`config.mk`:
```
export PLATFORM = sky130hd
export DESIGN_NAME = controle_navegacao
export DESIGN_NICKNAME = d
export VERILOG_FILES = /design/src/rtl/robo_pkg.sv /design/src/rtl/controle_navegacao.sv
export SDC_FILE = /design/constraint.sdc
export NUM_CORES = 1
export LEC_CHECK = 0
export BUFFER_PORTS_ARGS = -buffer_cell sky130_fd_sc_hd__buf_2
export CORE_ASPECT_RATIO = 0.7
export CORE_MARGIN = 4
export CORE_UTILIZATION = 56
export DETAILED_ROUTE_END_ITERATION = 10
export GPL_TIMING_DRIVEN = 0
export PLACE_DENSITY = 0.84
export SYNTH_ARGS = -nofsm -noshare
export SYNTH_HDL_FRONTEND = slang
export SYNTH_SLANG_ARGS = --single-unit
```
`constraint.sdc`:
```
create_clock -name clockc3 -period 2.1 [get_ports clockc3]
set_clock_uncertainty 0.15 [all_clocks]
set_input_delay 0.21 -clock clockc3 [delete_from_list [all_inputs] [get_ports clockc3]]
set_output_delay 0.21 -clock clockc3 [all_outputs]
set_load 0.02 [all_outputs]
```
`src/rtl/robo_pkg.sv`:
```
// Shared definitions for the pipe cleaner robot.
// Holds the heading codes used by the navigation controller and the
// action-encoding stage, the navigation FSM state type, and the pure
// heading rotation helpers.
package robo_pkg;

    // Heading codes; any other 3-bit value is illegal and recovers to north.
    localparam logic [2:0] ORI_N = 3'b001;
    localparam logic [2:0] ORI_O = 3'b010;
    localparam logic [2:0] ORI_L = 3'b011;
    localparam logic [2:0] ORI_S = 3'b100;

    typedef enum logic [1:0] {
        PARADO  = 2'd0,
        DECIDIR = 2'd1,
        REMOVER = 2'd2,
        FIM     = 2'd3
    } estado_t;

    // Quarter turn to the left: N->O->S->L->N.
    function automatic logic [2:0] gira_esq(input logic [2:0] ori);
        logic [2:0] res;
        case (ori)
            ORI_N:   res = ORI_O;
            ORI_O:   res = ORI_S;
            ORI_S:   res = ORI_L;
            ORI_L:   res = ORI_N;
            default: res = ORI_N;
        endcase
        return res;
    endfunction

    // Quarter turn to the right: N->L->S->O->N.
    function automatic logic [2:0] gira_dir(input logic [2:0] ori);
        logic [2:0] res;
        case (ori)
            ORI_N:   res = ORI_L;
            ORI_L:   res = ORI_S;
            ORI_S:   res = ORI_O;
            ORI_O:   res = ORI_N;
            default: res = ORI_N;
        endcase
        return res;
    endfunction

endpackage

```
`src/rtl/controle_navegacao.sv`:
```
// Left-wall-following navigation controller.
// Each decision cycle samples the sensors and either removes debris,
// turns left, advances or turns right. All outputs are registered.
//
// Ports:
//   clockc3    - system clock, rising edge
//   reset      - asynchronous active-low reset
//   ligar      - run enable (level)
//   head       - wall directly ahead
//   left       - wall on the left
//   lixo       - debris under the robot
//   avancar    - one-cycle pulse per forward step
//   remover    - high while debris is being removed
//   orientacao - current heading (robo_pkg ORI_* codes)
//   passos     - advances since the run started, saturating at MAX_PASSOS
//   fim        - run ended because passos reached MAX_PASSOS
//   preso      - robot trapped (four right turns without an advance)
module controle_navegacao
    import robo_pkg::*;
#(
    parameter int REMOVE_CYCLES = 3,
    parameter int MAX_PASSOS    = 255,
    parameter int PW            = 8
) (
    input  logic          clockc3,
    input  logic          reset,
    input  logic          ligar,
    input  logic          head,
    input  logic          left,
    input  logic          lixo,
    output logic          avancar,
    output logic          remover,
    output logic [2:0]    orientacao,
    output logic [PW-1:0] passos,
    output logic          fim,
    output logic          preso
);

    localparam int RW = (REMOVE_CYCLES > 1) ? $clog2(REMOVE_CYCLES) : 1;
    localparam logic [RW-1:0] REM_LAST  = RW'(REMOVE_CYCLES - 1);
    localparam logic [PW-1:0] PASSOS_MAX = PW'(MAX_PASSOS);

    estado_t       state_reg,     state_next;
    logic          avancar_reg,   avancar_next;
    logic          remover_reg,   remover_next;
    logic [2:0]    ori_reg,       ori_next;
    logic [PW-1:0] passos_reg,    passos_next;
    logic          fim_reg,       fim_next;
    logic          preso_reg,     preso_next;
    logic          virou_reg,     virou_next;
    logic [2:0]    giros_reg,     giros_next;
    logic [RW-1:0] rem_cnt_reg,   rem_cnt_next;
    logic          decidir;

    always_ff @(posedge clockc3 or negedge reset) begin
        if (!reset) begin
            state_reg   <= PARADO;
            avancar_reg <= 1'b0;
            remover_reg <= 1'b0;
            ori_reg     <= ORI_N;
            passos_reg  <= '0;
            fim_reg     <= 1'b0;
            preso_reg   <= 1'b0;
            virou_reg   <= 1'b0;
            giros_reg   <= 3'd0;
            rem_cnt_reg <= '0;
        end else begin
            state_reg   <= state_next;
            avancar_reg <= avancar_next;
            remover_reg <= remover_next;
            ori_reg     <= ori_next;
            passos_reg  <= passos_next;
            fim_reg     <= fim_next;
            preso_reg   <= preso_next;
            virou_reg   <= virou_next;
            giros_reg   <= giros_next;
            rem_cnt_reg <= rem_cnt_next;
        end
    end

    always_comb begin
        state_next   = state_reg;
        avancar_next = 1'b0;
        remover_next = 1'b0;
        // An illegal heading code snaps back to north on the next edge.
        ori_next     = (ori_reg == ORI_N || ori_reg == ORI_O ||
                        ori_reg == ORI_L || ori_reg == ORI_S) ? ori_reg : ORI_N;
        passos_next  = passos_reg;
        fim_next     = fim_reg;
        preso_next   = preso_reg;
        virou_next   = virou_reg;
        giros_next   = giros_reg;
        rem_cnt_next = rem_cnt_reg;
        decidir      = 1'b0;

        case (state_reg)
            PARADO: begin
                passos_next = '0;
                virou_next  = 1'b0;
                giros_next  = 3'd0;
                fim_next    = 1'b0;
                preso_next  = 1'b0;
                if (ligar) state_next = DECIDIR;
            end
            DECIDIR: decidir = 1'b1;
            REMOVER: begin
                // The edge ending the last removal cycle is itself a
                // decision edge, so no idle cycle follows a removal.
                if (rem_cnt_reg == REM_LAST) begin
                    decidir = 1'b1;
                end else begin
                    rem_cnt_next = rem_cnt_reg + 1'b1;
                    remover_next = 1'b1;
                end
            end
            FIM: begin
                if (!ligar) begin
                    state_next  = PARADO;
                    passos_next = '0;
                    fim_next    = 1'b0;
                    preso_next  = 1'b0;
                    virou_next  = 1'b0;
                    giros_next  = 3'd0;
                end
            end
            default: state_next = PARADO;
        endcase

        if (decidir) begin
            if (!ligar) begin
                state_next  = PARADO;
                passos_next = '0;
                virou_next  = 1'b0;
                giros_next  = 3'd0;
                fim_next    = 1'b0;
                preso_next  = 1'b0;
            end else if (lixo) begin
                state_next   = REMOVER;
                rem_cnt_next = '0;
                remover_next = 1'b1;
            end else if (!left && !virou_reg) begin
                // virou_esq forbids two consecutive left turns in open space.
                state_next = DECIDIR;
                ori_next   = gira_esq(ori_next);
                virou_next = 1'b1;
            end else if (!head) begin
                avancar_next = 1'b1;
                passos_next  = (passos_reg == PASSOS_MAX) ? passos_reg
                                                          : passos_reg + 1'b1;
                virou_next   = 1'b0;
                giros_next   = 3'd0;
                if (passos_next == PASSOS_MAX) begin
                    state_next = FIM;
                    fim_next   = 1'b1;
                end else begin
                    state_next = DECIDIR;
                end
            end else begin
                ori_next   = gira_dir(ori_next);
                virou_next = 1'b0;
                giros_next = giros_reg + 3'd1;
                if (giros_next == 3'd4) begin
                    state_next = FIM;
                    preso_next = 1'b1;
                end else begin
                    state_next = DECIDIR;
                end
            end
        end
    end

    assign avancar    = avancar_reg;
    assign remover    = remover_reg;
    assign orientacao = ori_reg;
    assign passos     = passos_reg;
    assign fim        = fim_reg;
    assign preso      = preso_reg;

endmodule

```
Yosys cells after proc, flatten, opt, wreduce, memory -nomap -nowiden
Cells that the tools add are included.
- add/subtract/negate cells: 3
- equality and inequality tests: 17
- muxes and demuxes: 72
- reduce and logical (&&, ||, !) cells: 9
- operators with widths (kind ; number):
    $mux 8 ; 7
    $mux 3 ; 12
    $mux 1 ; 30
    $mux 2 ; 14
    $pmux 3 s3 ; 2
    $eq 8x8->1 const B ; 2
    $pmux 8 s2 ; 1
    $eq 3x2->1 const B ; 4
    $eq 3x3->1 const B ; 3
    $add 8x1->8 const B ; 1
    $pmux 1 s2 ; 4
    $eq 2x2->1 const B ; 3
    $eq 3x1->1 const B ; 2
    $ne 3x3->1 const B ; 2
    $pmux 3 s2 ; 1
    $pmux 2 s2 ; 1
    $add 3x1->3 const B ; 1
    $logic_or 1x1->1 ; 3
    $reduce_and 3->1 ; 1
    $reduce_bool 3->1 ; 1
    $add 2x1->2 const B ; 1
    $eq 2x1->1 const B ; 1
    $logic_not 1->1 ; 2
    $logic_not 2->1 ; 1
    $logic_and 1x1->1 ; 1
- bits in registers: 23
- input bits: 6

Depth between registers and ports, before layout
Gate-level depths: netlist of the first run.
- depth after elaboration: 12
- depth in mapped cells: 9

Least setup slack after synthesis of the first run
Ideal clock, no wire load.
- path type: register to register
- start point: reg passos_reg[0] (netlist: passos[0])
- end point: reg state_reg[1]
- arrival: 1.682 ns
- data required time: 1.840 ns
- setup slack: 0.158 ns
- stages on the path, launching flop included: 8
- buffers on the path: 1
- path through: dfrtp_1 ha_1 buf_4 and3_1 a22oi_1 o22ai_2 o31ai_1 o41ai_1
- longest elaborated chain between the ends: 9
- ends and longest elaborated chain (element ; line ; source):
    start, declared ; controle_navegacao.sv:47 ; logic [PW-1:0] passos_reg, passos_next;
    start signal, assigned ; controle_navegacao.sv:72 ; passos_reg <= passos_next;
    $add 8x1->8 or $eq 8x8->1 (tied branches) ; controle_navegacao.sv:149, controle_navegacao.sv:148 ;
    $mux 8 (*) ; controle_navegacao.sv:148 ; passos_next = (passos_reg == PASSOS_MAX) ? passos_reg
    $eq 8x8->1 (*) ; controle_navegacao.sv:152 ; if (passos_next == PASSOS_MAX) begin
    $mux 2 (*) ; controle_navegacao.sv:152 ;
    $mux 2 (*) ; controle_navegacao.sv:146 ; end else if (!head) begin
    $mux 2 (*) ; controle_navegacao.sv:141 ; end else if (!left && !virou_reg) begin
    $mux 2 (*) ; controle_navegacao.sv:137 ; end else if (lixo) begin
    $mux 2 (*) ; controle_navegacao.sv:130 ; if (!ligar) begin
    $mux 2 (*) ; controle_navegacao.sv:129 ; if (decidir) begin
    end signal, assigned ; controle_navegacao.sv:68 ; state_reg <= state_next;
    end, declared ; controle_navegacao.sv:43 ; estado_t state_reg, state_next;
Mark *: on every way between the ends. The rest lies on a longest branch, timed or not.
A chain may end at the register's enable or synchronous reset.

Worst setup path after layout of the first run
- start point: reg state_reg[1]
- end point: reg passos_reg[1] (netlist: passos[1])
- longest elaborated chain between the ends: 7
- ends and longest elaborated chain (element ; line ; source):
    $eq 2x2->1 or $logic_not 2->1 (tied branches) ; controle_navegacao.sv:96 ; case (state_reg)
    $pmux 8 s2 ; controle_navegacao.sv:96 ;
    $mux 8 ; controle_navegacao.sv:146 ;
    $mux 8 ; controle_navegacao.sv:141 ;
    $mux 8 ; controle_navegacao.sv:137 ;
    $mux 8 ; controle_navegacao.sv:130 ;
    $mux 8 (*) ; controle_navegacao.sv:129 ;
    named net passos_next[1] ; controle_navegacao.sv:47 ;
Mark *: on every way through the listed nets, which the timed path passes. The rest lies on a longest branch.

==> flow_summary_export.csv, run 1 <==
group,metric,value,unit
outcome,status,"completed",
global_route,antenna_found_initial,0,
synthesis,yosysSeqAreaShare,0.386,
routing,wl,3.34,mm
sta,setup_violations,0,
global_route,track_usage,0.203,
sta,tightestPinTransition,0.517,ns
synthesis,synth_compound_area_frac,0.269,
synthesis,ys_async_sr_fraction,1.00,
synthesis,dominantRegCellSynth,"dfrtp_1",
place,place_congestion,0.936,
routing,drt_pass1_iterations,4,
die,rows,15,
synthesis,synth_top_family_by_area,"compound AO/OA/AOI/OAI gates",
synthesis,synthesis.area,1500,um2
final_layout,drive_above_1_share,0.318,
routing,drc,0,
routing,drt-initial-drc-count,62,
global_route,grt_pass1_wl,5.85,mm
die,dieArea,3570,um2
clocking,clk_pin_slew,0.08,ns
place,post_dp_cell_area,1640,um2
worst_setup_path,critPathArrivalTime,1.97,ns
synthesis,ys_ff_latch,23,
die,dieHeight,51.2,um
routing,vias,1298,
synthesis,synth-simple-area-share,0.183,
final_layout,num-fill-cells,193,
worst_setup_path,crit_chain,"inv_1, ha_2, and2_1, clkbuf_4, a21o_4, o21ai_2, a32o_1",
clocking,cts.htree.levels,1,
synthesis,synthDistinctLibCells,53,
worst_setup_path,required,2.11,ns
final_layout,n_antenna_cell,0,
synthesis,ys_warn_count,0,
power_and_ir_drop,p_leak,0.752,nW
routing,postRouteAntennaNets,0,
final_layout,fin_cells,213,
final_layout,fin_area,1730,um2
synthesis,synthCells,154,
worst_hold_path,min_path_type,"in2reg",
worst_setup_path,cp_slowest_stage_delay,0.42,ns
sta,fin_crit,1.97,ns
synthesis,synth_fa_ha_area_frac,0.0753,
final_layout,layout_commonest_cell,"buf_2",
power_and_ir_drop,p_per_area,961,nW/um2
routing,viasPerCell,6.09,
synthesis,synth_edf_count,0,
final_layout,postLayoutCoreUtil,0.694,
final_layout,layout.nets,195,
sta,period_share,0.936,
clocking,worstSkewPairLatency,0.26,ns
final_layout,largest_reg_flops,8,
place,placed_cells,208,
power_and_ir_drop,peakVddDrop,0.000623,V
sta,drv_slew,0,
final_layout,syn_to_final_growth,15.8,%
clocking,cts_num_sinks,23,
worst_setup_path,critPathBufInv,2,
clocking,clock-root-buffer,"clkbuf_8",
sta,slew_headroom,0.656,
global_route,gr-total-overflow,0,
sta,timing.fmax,509,MHz
die,start_util,0.599,
place,dp_hpwl,2.46,mm
routing,wire_per_inst,15.7,um
synthesis,synth_xor_area_frac,0.0117,
sta,rsz0062_at_grt,"no",
global_route,grt_pass1_vias,1290,
worst_setup_path,timing.critical_path.to_type,"flop",
worst_setup_path,crit_family,"compound AO/OA/AOI/OAI gates",
worst_setup_path,cp_max_fo,9,
place,io_buffers,20,
clocking,cts_tree,"done",
synthesis,synth_mux_area_frac,0.0201,
sta,hold_viol_final,0,
die,coreArea,2500,um2
run,maxCapViolCount,0,
die,die_w,69.8,um
worst_setup_path,start_kind,"flop",
final_layout,final_cell_mix,"buf_2 (20), dfrtp_1 (19), nand2_1 (17), a21oi_1 (11), o21ai_0 (9)",
synthesis,syn_area_per_cell,9.71,um2
worst_setup_path,crit_type,"reg2reg",
global_route,grt_start_max_net_pins,24,
worst_setup_path,rrSetupSlack,0.13,ns
clocking,max-clock-path-buffers,2,
worst_setup_path,cpMaxStageDelayCell,"dfrtp_2",
synthesis,syn_nets,169,
clocking,numCtsBuffers,3,
die,io_pins,21,
[routing by layer]
| layer | global-route usage | wire, um |
|---|---|---|
| met5 | 0 | 0 |
| met4 | 0.0637 | 27 |
| met3 | 0.0530 | 157 |
| met2 | 0.335 | 1600 |
| met1 | 0.262 | 1550 |
[power breakdown]
part | internal (mW) | switching, mW | leakage [nW]
registers | 0.518 | 0.0748 | 0.304
clock network | 0.136 | 0.138 | 0.0228
logic | 0.321 | 0.477 | 0.425
total | 0.974 | 0.690 | 0.752
[stage by stage]
step / TNS [ns] / hold WS (ns) / worst slack [ns] / power (mW)
detailed placement: -0.0764 / 0.0668 / -0.0327 / 1.34
global route: 0 / 0.0991 / 0.0282 / 1.79
global placement: 0 / 0.0585 / 0.112 / 1.28
CTS: 0 / 0.0826 / 0.0403 / 1.63
finish: 0 / 0.0980 / 0.135 / 1.66
floorplan: 0 / -0.236 / 0.158 / 1.14
[path summary, 6_finish.rpt]
kind	from	to	cells past startpoint
max in group asynchronous	reset	passos[1]$_DFF_PN0_	2
setup / recovery	state_reg[1]$_DFFE_PN0P_	passos[1]$_DFF_PN0_	7
setup reg to reg	state_reg[1]$_DFFE_PN0P_	passos[1]$_DFF_PN0_	7
hold / removal	lixo	rem_cnt_reg[1]$_DFF_PN0_	2
hold reg to reg	fim$_DFF_PN0_	fim$_DFF_PN0_	2
min in group asynchronous	reset	state_reg[0]$_DFFE_PN0P_	2
[repair_timing]
item | 4_1_cts | 5_1_grt
hold buffers | 1 | 0
pin swaps | 0 | 1
hold endpoints to repair | 22 | 0
resized for setup | 2 | 10
setup buffers | 0 | 0
setup endpoints to repair | 5 | 8
[logic make-up after synthesis]
logic type / Yosys count
and+or+nand+nor: 47
adders and majority gates: 9
muxes: 3
DFF: 23
buffers and inverters: 14
xor gates and xnor gates: 2
AOI/OAI and AO/OA: 56
[final cells by class]
| cell class | instances | area, um2 | area share |
|---|---|---|---|
| Sequential cell | 23 | 581 | 0.335 |
| Tap cell | 34 | 42.5 | 0.0246 |
| Clock buffer | 4 | 45.0 | 0.0260 |
| Multi-Input combinational cell | 117 | 868 | 0.501 |
| Inverter | 9 | 38.8 | 0.0224 |
| Timing Repair Buffer | 21 | 110 | 0.0636 |
| Buffer | 5 | 46.3 | 0.0267 |
[cells in the mapped netlist, drive strengths merged, types with 4 or more instances]
master	count	share of area
nand3	4	0.022
a21oi	15	0.055
inv	9	0.026
o31ai	5	0.028
buf	4	0.027
dfrtp	22	0.37
o21ai	14	0.054
a21o	4	0.031
a31oi	4	0.017
ha	9	0.075
nor2	4	0.010
nand2	17	0.043
No activity file was read; power rests on OpenSTA's default activity.
==> run 2: changes to the inputs <==
--- a/config.mk
+++ b/config.mk
@@ -5,7 +5,8 @@
 export SDC_FILE = /design/constraint.sdc
 export NUM_CORES = 1
 export LEC_CHECK = 0
-export BUFFER_PORTS_ARGS = -buffer_cell sky130_fd_sc_hd__buf_2
+export ABC_AREA = 1
+export BUFFER_PORTS_ARGS = -buffer_cell sky130_fd_sc_hd__clkbuf_2
 export CORE_ASPECT_RATIO = 0.7
 export CORE_MARGIN = 4
 export CORE_UTILIZATION = 56
==> run 2 against run 1 <==
Against the previous run:
- critical path depth grew 4
- via count grew 4.8%
- first-iteration DRC count grew 140%
- critical path type unchanged
- sequential power shrank 2%
- count of clock-buffer cells in the layout is the same
- synthesized cell count grew 29%
- die area shrank 2.0%
- clock power is essentially flat
- flip-flop and latch count is the same
==> flow_summary_export.csv, run 2 <==
group,metric,value,unit
sta,rsz0062_at_grt,"no",
routing,drc,0,
routing,wire_per_inst,12.2,um
sta,setup_tns,0,ns
worst_setup_path,crit_type,"reg2reg",
final_layout,final_cell_mix,"nand2_1 (51), inv_1 (35), dfrtp_1 (22), clkbuf_2 (20), nand3_1 (16)",
place,place_congestion,0.844,
global_route,grt_pass1_wl,5.47,mm
worst_setup_path,start_kind,"flop",
clocking,cts.htree.levels,1,
clocking,postCtsSetupBuffers,0,
sta,setup_ws,0.208,ns
worst_setup_path,cp_max_fo,8,
final_layout,num-fill-cells,234,
worst_setup_path,required,2.16,ns
final_layout,layout_commonest_cell,"nand2_1",
die,rows,15,
routing,drt-initial-drc-count,149,
clocking,max-clock-path-buffers,2,
global_route,gr-total-overflow,0,
sta,tightestPinTransition,0.559,ns
global_route,grt_pass1_vias,1289,
worst_setup_path,critical_path.startpoint,"passos[1]$_DFF_PN0_",
power_and_ir_drop,p_leak,0.906,nW
place,place_ws,0.190,ns
die,coreArea,2480,um2
routing,vias,1360,
die,dieArea,3500,um2
routing,viasPerCell,5.29,
power_and_ir_drop,seqPwrFrac,0.383,
synthesis,syn_nets,213,
die,die_w,69.1,um
routing,drt_pass1_iterations,4,
synthesis,ys_async_sr_fraction,1.00,
power_and_ir_drop,p_sw,653,uW
synthesis,synth_area_leaders,"dfrtp_1 (38%), nand2_1 (13%), inv_1 (9.0%)",
worst_hold_path,worstHoldStart,"head",
final_layout,drive_above_1_share,0.175,
synthesis,syn_area_per_cell,7.38,um2
place,dp_hpwl,2.46,mm
power_and_ir_drop,combPwrFrac,0.436,
synthesis,synth_edf_count,0,
sta,setup_violations,0,
clocking,numCtsBuffers,3,
clocking,cts_tree,"done",
sta,period_share,0.901,
clocking,worstSkewPairLatency,0.26,ns
power_and_ir_drop,peakVddDrop,0.000647,V
synthesis,synth_top_area_share,0.377,
global_route,grt_start_max_net_pins,24,
clocking,cts_num_sinks,23,
power_and_ir_drop,swShare,0.430,
sta,fin_crit,1.89,ns
sta,drv_slew,0,
routing,wl,3.13,mm
worst_setup_path,timing.rr.start,"passos[1]$_DFF_PN0_",
synthesis,ys_ff_latch,23,
die,io_pins,21,
worst_hold_path,min_path_type,"in2reg",
place,io_buffers,20,
die,dieHeight,50.7,um
outcome,status,"completed",
sta,slew_headroom,0.627,
sta,timing.fmax,529,MHz
synthesis,synthTopCellsByCount,"nand2_1 (51), inv_1 (35), dfrtp_1 (22)",
worst_setup_path,timing.critical_path.to_type,"flop",
final_layout,layout.nets,239,
final_layout,largest_reg_flops,8,
final_layout,n_antenna_cell,0,
power_and_ir_drop,clockPowerShare,0.181,
synthesis,dominantRegCellSynth,"dfrtp_1",
synthesis,synthDistinctLibCells,25,
synthesis,yosysMostFrequentCell,"nand2_1",
worst_setup_path,critPathArrivalTime,1.95,ns
sta,hold_viol_final,0,
global_route,track_usage,0.194,
synthesis,yosysTopAreaCell,"dfrtp_1",
final_layout,syn_to_final_growth,13.7,%
synthesis,synthesis.area,1460,um2
die,start_util,0.590,
routing,postRouteAntennaNets,0,
synthesis,yosysSeqAreaShare,0.395,
clocking,clock-root-buffer,"clkbuf_8",
power_and_ir_drop,intPower,867,uW
global_route,antenna_found_initial,0,
run,maxCapViolCount,0,
clocking,clk_pin_slew,0.08,ns
synthesis,ys_warn_count,0,
synthesis,synthCells,198,
power_and_ir_drop,p_per_area,915,nW/um2
==> run 2: kinds of logic (layout without fill, tap and decap cells) <==
logic type,after synthesis,after routing,share of synthesized area
xor+xnor,1,1,0.00599
buf+inv,38,63,0.100
compound gates,35,35,0.140
flops,23,23,0.395
fa+ha+maj,9,9,0.0771
simple gates,92,92,0.282
==> run 2: final cells by class <==
| type | count | area (um2) | share of cell area |
|---|---|---|---|
| timing repair buffer | 21 | 110 | 0.0663 |
| buffer | 1 | 7.51 | 0.00452 |
| inverter | 37 | 139 | 0.0836 |
| tap | 34 | 42.5 | 0.0256 |
| sequential | 23 | 577 | 0.347 |
| clock buffer | 4 | 45.0 | 0.0271 |
| multi-input combinational | 137 | 741 | 0.446 |
==> run 2: per-layer routing <==
layer,up-vias,routed length [um],share of wire,global-route usage
met2,44,1480,0.47,0.339
met4,0,24,0.0077,0.0487
met1,631,1450,0.46,0.240
li1,681,-,-,-
met3,4,183,0.058,0.0480
met5,-,0,0,0
==> run 2: what timing repair did <==
action / 4_1_cts / 5_1_grt
setup endpoints to repair: 0 / 2
hold buffers: 1 / 0
gates resized for setup: 0 / 1
hold endpoints to repair: 22 / 0
==> run 2: metrics by stage <==
step | cells | util | area [um2] | power (mW) | hold WS (ns)
CTS | 257 | 0.670 | 1660 | 1.53 | 0.110
floorplan | 198 | - | 1460 | 1.07 | -0.236
global route | 257 | 0.671 | 1660 | 1.67 | 0.158
finish | 257 | 0.671 | 1660 | 1.52 | 0.121
global placement | 252 | 0.647 | 1600 | 1.22 | 0.0739
detailed placement | 252 | 0.647 | 1600 | 1.25 | 0.0729
==> run 2: path summary, 6_finish.rpt <==
kind / endpoint / slack (ns) / cells after the start
min reg2reg: giros_reg[0]$_DFF_PN0_ / 0.34 / 1
max reg2reg: state_reg[1]$_DFFE_PN0P_ / 0.21 / 11
min: passos[7]$_DFF_PN0_ / 0.12 / 3
min in group asynchronous: orientacao[2]$_DFF_PN0_ / 0.31 / 2
max in group asynchronous: orientacao[0]$_DFF_PN1_ / 1.11 / 2
max: state_reg[1]$_DFFE_PN0P_ / 0.21 / 11
==> run 2: worst max-delay path, cell delays in order (launching register included) <==
cell	delay, ns
dfrtp_1	0.46
ha_1	0.29
nand3_1	0.14
inv_2	0.11
nand2_4	0.09
nand2_1	0.10
nand3_1	0.10
nor2_2	0.12
nand3_1	0.09
nand2_1	0.07
nand2_1	0.05
nand2_1	0.06
==> run 2: power by group through the flow <==
stage | Sequential, mW | Clock [mW] | Combinational [mW]
2_1_floorplan | 0.613 | 0 | 0.461
3_3_place_gp | 0.585 | 0 | 0.634
3_5_place_dp | 0.590 | 0 | 0.660
4_1_cts | 0.581 | 0.282 | 0.664
5_1_grt | 0.596 | 0.296 | 0.778
6_report | 0.583 | 0.274 | 0.663
==> run 3: changes to the inputs <==
--- a/config.mk
+++ b/config.mk
@@ -7,12 +7,14 @@
 export LEC_CHECK = 0
 export ABC_AREA = 1
 export BUFFER_PORTS_ARGS = -buffer_cell sky130_fd_sc_hd__clkbuf_2
+export CELL_PAD_IN_SITES_DETAIL_PLACEMENT = 1
+export CELL_PAD_IN_SITES_GLOBAL_PLACEMENT = 1
 export CORE_ASPECT_RATIO = 0.7
 export CORE_MARGIN = 4
-export CORE_UTILIZATION = 56
+export CORE_UTILIZATION = 41
 export DETAILED_ROUTE_END_ITERATION = 10
 export GPL_TIMING_DRIVEN = 0
-export PLACE_DENSITY = 0.84
+export PLACE_DENSITY = 0.85
 export SYNTH_ARGS = -nofsm -noshare
 export SYNTH_HDL_FRONTEND = slang
 export SYNTH_SLANG_ARGS = --single-unit
==> run 3 against run 2 <==
Against the previous run:
- core utilization fell by 16 points
- count of clock-buffer cells in the layout unchanged
- clock power rose by 7%
- routed wire length rose by 34%
- highest routed layer unchanged
==> flow_summary_export.csv, run 3 (synthesis gave the netlist of run 2 again) <==
group,metric,value,unit
power_and_ir_drop,peakVddDrop,0.000455,V
clocking,clock-root-buffer,"clkbuf_8",
clocking,numCtsBuffers,3,
worst_hold_path,min_path_type,"in2reg",
routing,drt_pass1_iterations,4,
routing,vias,1426,
global_route,gr-total-overflow,0,
routing,drc,0,
power_and_ir_drop,seqPwrFrac,0.364,
clocking,cts_tree,"done",
sta,tightestPinTransition,0.615,ns
final_layout,layout_commonest_cell,"nand2_1",
global_route,grt_pass1_vias,1563,
routing,highest_layer,"met4",
routing,viasPerCell,5.28,
sta,period_share,0.922,
clocking,worstSkewPairLatency,0.28,ns
power_and_ir_drop,clockPowerShare,0.182,
place,io_buffers,20,
final_layout,layout.nets,239,
routing,wl_met3,131,um
power_and_ir_drop,p_leak,0.904,nW
die,dieArea,4600,um2
worst_setup_path,timing.rr.start,"state_reg[0]$_DFFE_PN0P_",
die,dieHeight,58.0,um
worst_setup_path,cp-endpoint,"passos[7]$_DFF_PN0_",
routing,postRouteAntennaNets,0,
final_layout,largest_reg_flops,8,
power_and_ir_drop,swShare,0.455,
routing,drt-initial-drc-count,69,
worst_setup_path,r2r-end,"passos[7]$_DFF_PN0_",
routing,wire_per_inst,15.6,um
global_route,grt_start_max_net_pins,24,
worst_setup_path,worstRegToRegCells,10,
run,maxCapViolCount,0,
final_layout,syn_to_final_growth,15.5,%
die,coreArea,3280,um2
worst_setup_path,required,2.15,ns
sta,rsz0062_at_grt,"yes",
power_and_ir_drop,intPower,875,uW
clocking,clk_pin_slew,0.09,ns
sta,fin_crit,1.94,ns
worst_setup_path,rrSetupSlack,0.16,ns
final_layout,drive_above_1_share,0.184,
die,die_w,79.4,um
worst_setup_path,critPathArrivalTime,1.99,ns
power_and_ir_drop,combPwrFrac,0.453,
power_and_ir_drop,p_per_area,951,nW/um2
clocking,cts_num_sinks,23,
routing,dr_wl_met2,2.06,mm
final_layout,postLayoutCoreUtil,0.515,
die,start_util,0.446,
worst_setup_path,cp_max_fo,7,
die,io_pins,21,
final_layout,final_cell_mix,"nand2_1 (50), inv_1 (35), dfrtp_1 (22), clkbuf_2 (20), nand3_1 (16)",
place,dp_hpwl,3.26,mm
global_route,antenna_found_initial,0,
final_layout,n_antenna_cell,0,
clocking,cts.htree.levels,1,
worst_setup_path,timing.critical_path.to_type,"flop",
sta,drv_slew,0,
outcome,status,"completed",
sta,timing.fmax,516,MHz
power_and_ir_drop,power,1.61,mW
sta,slew_headroom,0.590,
routing,drt-met1-wl,1.96,mm
die,rows,17,
clocking,max-clock-path-buffers,2,
sta,setup_violations,0,
power_and_ir_drop,p_sw,730,uW
worst_setup_path,start_kind,"flop",
sta,hold_viol_final,0,
worst_setup_path,critical_path.startpoint,"state_reg[0]$_DFFE_PN0P_",
worst_setup_path,crit_type,"reg2reg",
global_route,track_usage,0.200,
routing,wl,4.21,mm
place,place_congestion,0.780,
worst_hold_path,worstHoldStart,"head",
global_route,grt_pass1_wl,7.27,mm
clocking,postCtsSetupBuffers,0,
==> run 3: worst min path at each step <==
stage / to / slack, ns / cells after the start
detailed placement: giros_reg[0]$_DFF_PN0_ / 0.10 / 1
CTS: passos[7]$_DFF_PN0_ / 0.13 / 3
global route: passos[7]$_DFF_PN0_ / 0.14 / 3
global placement: giros_reg[0]$_DFF_PN0_ / 0.09 / 1
floorplan: avancar$_DFF_PN0_ / -0.24 / 0
finish: passos[7]$_DFF_PN0_ / 0.15 / 3
==> run 3: power by group through the flow <==
stage                     Clock, mW  Sequential, mW  Combinational [mW]
after floorplan                   0           0.613               0.461
after global placement            0           0.584               0.650
after detailed placement          0           0.594               0.716
after CTS                     0.296           0.585               0.726
after global routing          0.323           0.594               0.837
final                         0.293           0.585               0.728
==> run 3: layer usage <==
layer,vias up,global-route usage
li1,682,-
met1,717,0.260
met2,20,0.339
met3,7,0.0404
met4,0,0.0564
met5,-,0
==> run 3: cell type report <==
class,instances,area (um2)
plain buffers,1,7.51
fillers,435,1590
multi-input cells,137,751
well taps,47,58.8
clock buffers,4,45.0
flip-flops and latches,23,577
inverters,37,139
repair buffers,21,110
==> run 3: repair_timing <==
item                                    4_1_cts  5_1_grt
endpoints found under the setup margin        0        9
resized for setup                             0        5
endpoints found under the hold margin        22        0
hold buffers                                  1        0
==> run 3: metrics by stage <==
stage / hold slack [ns] / worst slack, ns / area [um2] / std cells / TNS (ns)
finish: 0.148 / 0.163 / 1690 / 270 / 0
detailed placement: 0.102 / 0.0496 / 1620 / 265 / 0
CTS: 0.132 / 0.00978 / 1680 / 270 / 0
global placement: 0.0931 / 0.187 / 1620 / 265 / 0
floorplan: -0.236 / 0.347 / 1460 / 198 / 0
global route: 0.143 / -0.00892 / 1690 / 270 / -0.0170
==> run 3: worst max-delay path: stages, from the launching register on <==
cell     delay [ns]
dfrtp_1        0.41
inv_1          0.11
ha_1           0.18
nand2_1        0.07
nand2_1        0.07
nand2_2        0.12
nor2_4         0.17
nand2_2        0.15
o21ai_0        0.22
o31ai_1        0.11
o21ai_1        0.10
